==> src/rtl/dmem_port_arbiter_if.sv <==
// Bus bundle between the two data-memory masters (core, debug/loader), the arbiter and the memory.
// slave is the arbiter's view; master is the view of the requesters and the memory instance.
interface dmem_port_arbiter_if #(
  parameter int unsigned AW     = 32,
  parameter int unsigned DW     = 32,
  parameter int unsigned MEM_AW = 8
);
  logic              cpu_req;
  logic              cpu_we;
  logic [AW-1:0]     cpu_addr;
  logic [DW-1:0]     cpu_wdata;
  logic              cpu_gnt;
  logic              cpu_rvalid;
  logic [DW-1:0]     cpu_rdata;
  logic              cpu_err;
  logic              cpu_stall;

  logic              dbg_req;
  logic              dbg_we;
  logic [AW-1:0]     dbg_addr;
  logic [DW-1:0]     dbg_wdata;
  logic              dbg_lock;
  logic              dbg_gnt;
  logic              dbg_rvalid;
  logic [DW-1:0]     dbg_rdata;
  logic              dbg_err;

  logic              mem_en;
  logic              mem_we;
  logic [MEM_AW-1:0] mem_addr;
  logic [DW-1:0]     mem_wdata;
  logic [DW-1:0]     mem_rdata;

  modport slave (
    input  cpu_req, cpu_we, cpu_addr, cpu_wdata,
    output cpu_gnt, cpu_rvalid, cpu_rdata, cpu_err, cpu_stall,
    input  dbg_req, dbg_we, dbg_addr, dbg_wdata, dbg_lock,
    output dbg_gnt, dbg_rvalid, dbg_rdata, dbg_err,
    output mem_en, mem_we, mem_addr, mem_wdata,
    input  mem_rdata
  );

  modport master (
    output cpu_req, cpu_we, cpu_addr, cpu_wdata,
    input  cpu_gnt, cpu_rvalid, cpu_rdata, cpu_err, cpu_stall,
    output dbg_req, dbg_we, dbg_addr, dbg_wdata, dbg_lock,
    input  dbg_gnt, dbg_rvalid, dbg_rdata, dbg_err,
    input  mem_en, mem_we, mem_addr, mem_wdata,
    output mem_rdata
  );
endinterface

==> src/rtl/dmem_port_arbiter.sv <==
// Shares the single-port data memory between the core load/store port and a debug/loader master,
// alternating on conflicts, with a debug lock for exclusive bursts.
module dmem_port_arbiter #(
  parameter int unsigned AW     = 32,
  parameter int unsigned DW     = 32,
  parameter int unsigned MEM_AW = 8
) (
  input logic                 clk,
  input logic                 reset,
  dmem_port_arbiter_if.slave  bus
);

  typedef enum logic {StArb, StLocked} state_e;
  typedef enum logic {LastCpu, LastDbg} last_e;
  typedef enum logic [1:0] {OwnNone, OwnCpu, OwnDbg} owner_e;

  state_e        state_q, state_d;
  last_e         last_q, last_d;
  owner_e        rd_owner_q, rd_owner_d;
  logic [DW-1:0] cpu_rdata_q, dbg_rdata_q;

  logic cpu_mis, dbg_mis, cpu_ok, dbg_ok;
  logic cpu_gnt, dbg_gnt;
  logic unused_addr_bits;

  assign cpu_mis = (bus.cpu_addr[1:0] != 2'b00);
  assign dbg_mis = (bus.dbg_addr[1:0] != 2'b00);
  assign cpu_ok  = bus.cpu_req & ~cpu_mis;
  assign dbg_ok  = bus.dbg_req & ~dbg_mis;

  // Only addr[MEM_AW+1:2] reaches the memory.
  assign unused_addr_bits = ^{bus.cpu_addr[AW-1:MEM_AW+2], bus.dbg_addr[AW-1:MEM_AW+2]};

  always_comb begin
    cpu_gnt = 1'b0;
    dbg_gnt = 1'b0;
    if (state_q == StLocked) begin
      dbg_gnt = dbg_ok;
    end else if (cpu_ok && dbg_ok) begin
      cpu_gnt = (last_q == LastDbg);
      dbg_gnt = (last_q == LastCpu);
    end else begin
      cpu_gnt = cpu_ok;
      dbg_gnt = dbg_ok;
    end
  end

  always_comb begin
    state_d = state_q;
    last_d  = last_q;
    if (cpu_gnt) begin
      last_d = LastCpu;
    end else if (dbg_gnt) begin
      last_d = LastDbg;
    end
    unique case (state_q)
      StArb: begin
        if (dbg_gnt && bus.dbg_lock) begin
          state_d = StLocked;
        end
      end
      StLocked: begin
        if (!bus.dbg_lock) begin
          state_d = StArb;
          last_d  = LastDbg;
        end
      end
      default: state_d = StArb;
    endcase

    rd_owner_d = OwnNone;
    if (cpu_gnt && !bus.cpu_we) begin
      rd_owner_d = OwnCpu;
    end else if (dbg_gnt && !bus.dbg_we) begin
      rd_owner_d = OwnDbg;
    end
  end

  always_ff @(posedge clk or negedge reset) begin
    if (!reset) begin
      state_q     <= StArb;
      last_q      <= LastDbg;
      rd_owner_q  <= OwnNone;
      cpu_rdata_q <= '0;
      dbg_rdata_q <= '0;
    end else begin
      state_q    <= state_d;
      last_q     <= last_d;
      rd_owner_q <= rd_owner_d;
      if (rd_owner_q == OwnCpu) begin
        cpu_rdata_q <= bus.mem_rdata;
      end
      if (rd_owner_q == OwnDbg) begin
        dbg_rdata_q <= bus.mem_rdata;
      end
    end
  end

  assign bus.cpu_gnt    = cpu_gnt;
  assign bus.dbg_gnt    = dbg_gnt;
  assign bus.cpu_err    = bus.cpu_req & cpu_mis;
  assign bus.dbg_err    = bus.dbg_req & dbg_mis;
  assign bus.cpu_stall  = bus.cpu_req & ~cpu_gnt & ~cpu_mis;

  assign bus.cpu_rvalid = (rd_owner_q == OwnCpu);
  assign bus.dbg_rvalid = (rd_owner_q == OwnDbg);
  // Read data is forwarded in the return cycle, then held for the non-owning cycles.
  assign bus.cpu_rdata  = (rd_owner_q == OwnCpu) ? bus.mem_rdata : cpu_rdata_q;
  assign bus.dbg_rdata  = (rd_owner_q == OwnDbg) ? bus.mem_rdata : dbg_rdata_q;

  always_comb begin
    bus.mem_en    = cpu_gnt | dbg_gnt;
    bus.mem_we    = 1'b0;
    bus.mem_addr  = '0;
    bus.mem_wdata = '0;
    if (cpu_gnt) begin
      bus.mem_we    = bus.cpu_we;
      bus.mem_addr  = bus.cpu_addr[MEM_AW+1:2];
      bus.mem_wdata = bus.cpu_wdata;
    end else if (dbg_gnt) begin
      bus.mem_we    = bus.dbg_we;
      bus.mem_addr  = bus.dbg_addr[MEM_AW+1:2];
      bus.mem_wdata = bus.dbg_wdata;
    end
  end

endmodule

==> src/flat_wrapper.sv <==
// flat-port wrapper written by rule: the top's interface ports become plain ports
module dmem_port_arbiter_flat 
#(
  parameter int unsigned AW     = 32,
  parameter int unsigned DW     = 32,
  parameter int unsigned MEM_AW = 8
)
  (clk, reset, bus_cpu_req, bus_cpu_we, bus_cpu_addr, bus_cpu_wdata, bus_cpu_gnt, bus_cpu_rvalid, bus_cpu_rdata, bus_cpu_err, bus_cpu_stall, bus_dbg_req, bus_dbg_we, bus_dbg_addr, bus_dbg_wdata, bus_dbg_lock, bus_dbg_gnt, bus_dbg_rvalid, bus_dbg_rdata, bus_dbg_err, bus_mem_en, bus_mem_we, bus_mem_addr, bus_mem_wdata, bus_mem_rdata);
  dmem_port_arbiter_if #(.AW(AW), .DW(DW), .MEM_AW(MEM_AW)) bus_i ();
  input logic clk;
  input logic reset;
  input wire logic [$bits(bus_i.cpu_req)-1:0] bus_cpu_req;
  input wire logic [$bits(bus_i.cpu_we)-1:0] bus_cpu_we;
  input wire logic [$bits(bus_i.cpu_addr)-1:0] bus_cpu_addr;
  input wire logic [$bits(bus_i.cpu_wdata)-1:0] bus_cpu_wdata;
  output wire logic [$bits(bus_i.cpu_gnt)-1:0] bus_cpu_gnt;
  output wire logic [$bits(bus_i.cpu_rvalid)-1:0] bus_cpu_rvalid;
  output wire logic [$bits(bus_i.cpu_rdata)-1:0] bus_cpu_rdata;
  output wire logic [$bits(bus_i.cpu_err)-1:0] bus_cpu_err;
  output wire logic [$bits(bus_i.cpu_stall)-1:0] bus_cpu_stall;
  input wire logic [$bits(bus_i.dbg_req)-1:0] bus_dbg_req;
  input wire logic [$bits(bus_i.dbg_we)-1:0] bus_dbg_we;
  input wire logic [$bits(bus_i.dbg_addr)-1:0] bus_dbg_addr;
  input wire logic [$bits(bus_i.dbg_wdata)-1:0] bus_dbg_wdata;
  input wire logic [$bits(bus_i.dbg_lock)-1:0] bus_dbg_lock;
  output wire logic [$bits(bus_i.dbg_gnt)-1:0] bus_dbg_gnt;
  output wire logic [$bits(bus_i.dbg_rvalid)-1:0] bus_dbg_rvalid;
  output wire logic [$bits(bus_i.dbg_rdata)-1:0] bus_dbg_rdata;
  output wire logic [$bits(bus_i.dbg_err)-1:0] bus_dbg_err;
  output wire logic [$bits(bus_i.mem_en)-1:0] bus_mem_en;
  output wire logic [$bits(bus_i.mem_we)-1:0] bus_mem_we;
  output wire logic [$bits(bus_i.mem_addr)-1:0] bus_mem_addr;
  output wire logic [$bits(bus_i.mem_wdata)-1:0] bus_mem_wdata;
  input wire logic [$bits(bus_i.mem_rdata)-1:0] bus_mem_rdata;
  assign bus_i.cpu_req = bus_cpu_req;
  assign bus_i.cpu_we = bus_cpu_we;
  assign bus_i.cpu_addr = bus_cpu_addr;
  assign bus_i.cpu_wdata = bus_cpu_wdata;
  assign bus_cpu_gnt = bus_i.cpu_gnt;
  assign bus_cpu_rvalid = bus_i.cpu_rvalid;
  assign bus_cpu_rdata = bus_i.cpu_rdata;
  assign bus_cpu_err = bus_i.cpu_err;
  assign bus_cpu_stall = bus_i.cpu_stall;
  assign bus_i.dbg_req = bus_dbg_req;
  assign bus_i.dbg_we = bus_dbg_we;
  assign bus_i.dbg_addr = bus_dbg_addr;
  assign bus_i.dbg_wdata = bus_dbg_wdata;
  assign bus_i.dbg_lock = bus_dbg_lock;
  assign bus_dbg_gnt = bus_i.dbg_gnt;
  assign bus_dbg_rvalid = bus_i.dbg_rvalid;
  assign bus_dbg_rdata = bus_i.dbg_rdata;
  assign bus_dbg_err = bus_i.dbg_err;
  assign bus_mem_en = bus_i.mem_en;
  assign bus_mem_we = bus_i.mem_we;
  assign bus_mem_addr = bus_i.mem_addr;
  assign bus_mem_wdata = bus_i.mem_wdata;
  assign bus_i.mem_rdata = bus_mem_rdata;
  dmem_port_arbiter #(.AW(AW), .DW(DW), .MEM_AW(MEM_AW)) u_core (.clk(clk), .reset(reset), .bus(bus_i));
endmodule
==> config.mk <==
export PLATFORM = sky130hd
export DESIGN_NAME = dmem_port_arbiter_flat
export DESIGN_NICKNAME = d
export VERILOG_FILES = /design/src/rtl/dmem_port_arbiter_if.sv /design/src/rtl/dmem_port_arbiter.sv /design/src/flat_wrapper.sv
export SDC_FILE = /design/constraint.sdc
export NUM_CORES = 1
export LEC_CHECK = 0
export CAP_MARGIN = 5
export CELL_PAD_IN_SITES_DETAIL_PLACEMENT = 1
export CELL_PAD_IN_SITES_GLOBAL_PLACEMENT = 1
export CORE_ASPECT_RATIO = 2
export CORE_MARGIN = 2
export CORE_UTILIZATION = 22
export DETAILED_ROUTE_END_ITERATION = 12
export GPL_ROUTABILITY_DRIVEN = 0
export PLACE_DENSITY = 0.81
export REMOVE_ABC_BUFFERS = 1
export SYNTH_ARGS = -nofsm -noshare
export SYNTH_HDL_FRONTEND = slang
export SYNTH_SLANG_ARGS = --single-unit
export TNS_END_PERCENT = 20
==> constraint.sdc <==
create_clock -name clk -period 3.4 [get_ports clk]
set_clock_uncertainty 0.15 [all_clocks]
set_input_delay 1.02 -clock clk [delete_from_list [all_inputs] [get_ports clk]]
set_output_delay 1.02 -clock clk [all_outputs]
set_load 0.01 [all_outputs]
== Word-level counts from Yosys, hierarchy flattened ==
Index checks and enable logic that the tools add are counted.
Storage, ports and cells
  output and inout port bits: 113
  input port bits: 167
  word-level logic and storage cells: 48
  register bits after elaboration: 68
Cells by class
  reduce and logical (&&, ||, !) cells: 8
  eq/ne operators: 2
  muxes and demuxes: 21
  bitwise operators: 12
Operators with widths (count)
  $mux W32: 4
  $mux W8: 2
  $mux W1: 12
  $and A1 B1 Y1: 6
  $not A1 Y1: 5
  $logic_and A1 B1 Y1: 4
  $mux W2: 2
  $reduce_bool A2 Y1: 2
  $eq A2 B1 Y1 const B: 1
  $eq A2 B2 Y1 const B: 1
  $logic_not A1 Y1: 2
  $pmux W1 S2: 1
  $or A1 B1 Y1: 1

== Depth between registers and ports, before layout ==
  depth in word-level cells: 10
  mapped depth: 6
  mapped depth without buffers: 3

== Worst setup path before layout ==
OpenSTA, ideal clock, no wires.
  path kind: input to output
  start point: input bus_dbg_addr[1]
  end point: output bus_mem_wdata[22]
  stages on the path: 6
  path buffers: 3
  path slack: 0.064 ns
  data arrival time: 2.166 ns
  required time: 2.230 ns
  cell sequence: or3b_1 -> buf_6 -> o21a_1 -> buf_6 -> buf_6 -> a22o_1
Between the ends
  elaborated cells on any way between the ends: 10
  those cells by class: mux: 6; bitwise: 2; reduce/logical: 2
RTL lines
  from (decl): line flat_wrapper.sv:23  | input wire logic [$bits(bus_i.dbg_addr)-1:0] bus_dbg_addr;
  $reduce_bool A2 Y1: line dmem_port_arbiter.sv:27  | assign dbg_mis = (bus.dbg_addr[1:0] != 2'b00);
  $not A1 Y1: line dmem_port_arbiter.sv:29  | assign dbg_ok = bus.dbg_req & ~dbg_mis;
  $and A1 B1 Y1: line dmem_port_arbiter.sv:29
  $logic_and A1 B1 Y1: line dmem_port_arbiter.sv:39  | end else if (cpu_ok && dbg_ok) begin
  $mux W1: line dmem_port_arbiter.sv:39
  $mux W1: line dmem_port_arbiter.sv:37  | if (state_q == StLocked) begin
  net bus_cpu_gnt: line flat_wrapper.sv:16  | output wire logic [$bits(bus_i.cpu_gnt)-1:0] bus_cpu_gnt;
  $mux W32: line dmem_port_arbiter.sv:116  | if (cpu_gnt) begin
  to (decl): line flat_wrapper.sv:33  | output wire logic [$bits(bus_i.mem_wdata)-1:0] bus_mem_wdata;
The timed path passes the listed nets, and every way through them passes these cells.

== Final worst setup path ==
  start point: input bus_dbg_addr[0]
  end point: output bus_mem_addr[6]
Between the ends
  longest elaborated chain between the ends: 8
  elaborated cells on any way between the ends: 10
  those cells by class: mux: 6; bitwise: 2; reduce/logical: 2
RTL lines
  $reduce_bool A2 Y1 *: line dmem_port_arbiter.sv:27
  $not A1 Y1 *: line dmem_port_arbiter.sv:29
  $and A1 B1 Y1 *: line dmem_port_arbiter.sv:29
  $logic_and A1 B1 Y1: line dmem_port_arbiter.sv:39
  $mux W1: line dmem_port_arbiter.sv:39
  $mux W1: line dmem_port_arbiter.sv:37
  $mux W8: line dmem_port_arbiter.sv:120  | end else if (dbg_gnt) begin
  $mux W8 *: line dmem_port_arbiter.sv:116
  to (decl): line flat_wrapper.sv:32  | output wire logic [$bits(bus_i.mem_addr)-1:0] bus_mem_addr;
Mark *: on every way between the ends. The rest lies on a longest branch, timed or not.

==> summary.md <==
| Metric | Value |
|---|---|
| Final setup viols | 42 |
| Total track usage | 0.196 |
| Vias per cell | around 4.7 |
| PortBufs | around 240 |
| Post-synth ARST share | 1.00 |
| Pleak | ~3.1 nW |
| DR pass1 iterations | 4 |
| Crit path kind | input port to primary output |
| Library cells used by synthesis | 22 |
| Starting Density | 0.223 |
| Largest net degree at the start of global routing | 40 |
| Worst Reg2Reg Path Length in Cells | 6 |
| Worst-Margin Slew | between 0.7 and 0.8 ns |
| Worst path arrival time | roughly 2.5 ns |
| Layout cells sized above 1 | 0.391 |
| Initial antenna violation count | 0 |
| Worst R2R End | u_core.rd_owner_q[1]$_DFF_PN0_ |
| First-pass GRT wire length | 20800 um |
| Final instance area | between 6000 and 7000 um^2 |
| Final hold vios | 0 |
| Placed Instances | between 600 and 700 |
| Non-Filler Instances | approximately 630 |
| DR iter-0 viols | 40 |
| Final Critical Period | between 3 and 4 ns |
| Max Buffers Root-to-Sink | 2 |
| Layout Utilization | 0.468 |
| EDFF count, synth | 0 |
| DRC | 0 |
| Max-cap violations | 0 |
| Core area | ~14000 um^2 |
| Critical path origin | bus_dbg_addr[0] |
| P per Cell Area | 477 nW/um^2 |
| Mapped Cells | about 210 |
| Site row count | 61 |
| Post-DP HPWL | 10700 um |
| CP Capture Point | bus_mem_addr[6] |
| Flop2flop setup slack | 1.75 ns |
| Setup_tns | -9.01 ns |
| Crit. End Element | primary output |
| FF+latch count, synth | 68 |
| I/O Pins | 280 |
| Synthesized cell area | around 3100 um^2 |
| Die Wd | 87.4 um |
| Clock Latency Late Sink | between 0.3 and 0.4 ns |
| Critical Path Fanout Max | 5 |
| Antenna diodes | 0 |
| Avg WL per Cell | 23.2 um |
| Unrepaired setup endpoints after global routing | true |
| Syn-to-layout area delta | 110% |
| Via Count | approximately 3000 |
| Setup WS post-layout | -0.281 ns |
| Worst Hold Class | flip-flop to flip-flop |
| CTS root buffer | clkbuf_16 |
| Post-DP Area | between 5000 and 6000 um^2 |
| Clock sinks | between 60 and 70 |
| Syn_area_per_cell | between 10 and 15 um^2 |
| Number of global-route vias before repair | roughly 3500 |
| Max-slew violations | 0 |
| CTS Buf Count | 9 |
| Wirelength, routed | roughly 15000 um |
| Nets | between 600 and 700 |
| Crit path launch type | input port |
| Clock Pin Slew Worst Setup and Hold Paths | around 0.050 ns |
| Status | finished, violations left |
| Prevailing post-synth register cell | dfrtp_1 |
| R2r startpoint | u_core.state_q$_DFF_PN0_ |
| # fillers | between 1000 and 1500 |
| Max Clk Rate | about 270 MHz |
| Hold_buf cts | 0 |
| Overflow after GRT | 0 |
| Worst vdd rail ir drop | 0.191 mV |
| Period utilization | 1.08 |
| CTS tree | built |
| Failing checks | negative setup slack |
| Die extent in y | approximately 170 um |
| Die ar. | 14900 um^2 |
| Htree depth | 3 |
| Sequential share of the synthesized area | 0.556 |
| DRT antenna net count | 0 |
| Pre-CTS setup slack | -0.955 ns |
| Synth warn | 0 |
| Critical Path RT | about 2.2 ns |
| Slew margin rel. | 0.524 |
==> critical path, stage by stage <==
cell,delay [ns]
buf_6,0.10
or3b_4,0.42
buf_6,0.14
a21oi_4,0.17
buf_6,0.17
buf_16,0.12
buf_6,0.09
a22o_1,0.14
buf_2,0.14
==> how the worst min path moves through the flow <==
| stage | depth (start not counted) | to | startpoint |
|---|---|---|---|
| after floorplan | 1 | u_core.dbg_rdata_q[0]$_DFF_PN0_ | u_core.dbg_rdata_q[0]$_DFF_PN0_ |
| after global placement | 1 | u_core.dbg_rdata_q[7]$_DFF_PN0_ | u_core.dbg_rdata_q[7]$_DFF_PN0_ |
| after detailed placement | 1 | u_core.dbg_rdata_q[20]$_DFF_PN0_ | u_core.dbg_rdata_q[20]$_DFF_PN0_ |
| after CTS | 1 | u_core.dbg_rdata_q[20]$_DFF_PN0_ | u_core.dbg_rdata_q[20]$_DFF_PN0_ |
| after global routing | 1 | u_core.cpu_rdata_q[18]$_DFF_PN0_ | u_core.cpu_rdata_q[18]$_DFF_PN0_ |
| final | 1 | u_core.dbg_rdata_q[12]$_DFF_PN0_ | u_core.dbg_rdata_q[12]$_DFF_PN0_ |
==> where the power goes <==
part	internal [mW]	switching [mW]
registers	1.01	0.0568
logic	0.623	0.446
clock network	0.586	0.348
==> cell type report <==
class | instances | area (um^2) | share of cell area
clock buffers | 10 | 239 | 0.0371
clock inverters | 6 | 63.8 | 0.00992
inverters | 4 | 15.0 | 0.00233
multi-input cells | 122 | 1380 | 0.215
flip-flops and latches | 68 | 1700 | 0.265
well taps | 157 | 196 | 0.0305
repair buffers | 266 | 2830 | 0.440
==> metal layers <==
| layer | vias to the layer above | share of wire | routed length (um) | track usage |
|---|---|---|---|---|
| met5 | - | 0 | 0 | 0 |
| met1 | 1408 | 0.37 | 5430 | 0.213 |
| li1 | 1314 | - | - | - |
| met4 | 0 | 0.032 | 470 | 0.0816 |
| met3 | 24 | 0.12 | 1760 | 0.0835 |
| met2 | 258 | 0.48 | 7020 | 0.327 |
==> layout by cell type, fill, tap and decap left out, drive strengths merged <==
cell           netlist  final
clkdlybuf4s50        0    124
buf                 16     78
dfrtp               67     67
mux2                64     64
a22o                41     41
dlygate4sd2          0     34
dlymetal6s2s         0     27
clkbuf               2     12
inv                  4      4
nor2b                3      3
clkinv               0      3
clkinvlp             0      2
a21oi                2      2
o21a                 2      2
nor2                 2      2
nand2b               1      1
nor4b                1      1
or3b                 1      1
nor3                 1      1
o211a                1      1
nand2                1      1
a221oi               1      1
o22ai                1      1
bufinv               0      1
bufbuf               0      1
dfstp                1      1
==> what timing repair did <==
item / CTS / global route
resized for setup: 314 / 35
pin swaps: 29 / 8
gates cloned: 8 / 1
setup endpoints to repair: 79 / 71
buffers inserted: 8 / 1
==> flip-flops by register name (all words and copies together), names as in the netlist <==
signal and flops:
u_core.cpu_rdata_q 32, u_core.dbg_rdata_q 32, u_core.last_q 1, u_core.rd_owner_q 2, u_core.state_q 1
==> per-stage QoR <==
| step | hold WS [ns] | power (mW) |
|---|---|---|
| 2_1_floorplan | 0.362 | 1.46 |
| 3_3_place_gp | 0.328 | 2.16 |
| 3_5_place_dp | 0.331 | 2.19 |
| 4_1_cts | 0.342 | 3.13 |
| 5_1_grt | 0.355 | 3.23 |
| 6_report | 0.340 | 3.07 |
==> Yosys cell counts (2+ instances only) <==
cell,instances,area [um^2]
dfrtp_1,67,1680
mux2_2,64,721
a22o_1,39,342
buf_2,10,50.1
buf_6,6,67.6
inv_1,4,15.0
nor2b_1,3,18.8
a22o_2,2,20.0
clkbuf_1,2,7.51
nor2_1,2,7.51
o21a_1,2,15.0
==> logic make-up (layout without fill, tap and decap cells) <==
family / Yosys count / after routing / share of synthesized area
AND/OR/NAND/NOR: 10 / 10 / 0.0241
buffers and inverters: 22 / 286 / 0.0458
flip-flops: 68 / 68 / 0.556
AO/OA/AOI/OAI: 48 / 48 / 0.138
multiplexers: 64 / 64 / 0.235
(Power assumes the default switching activity.)
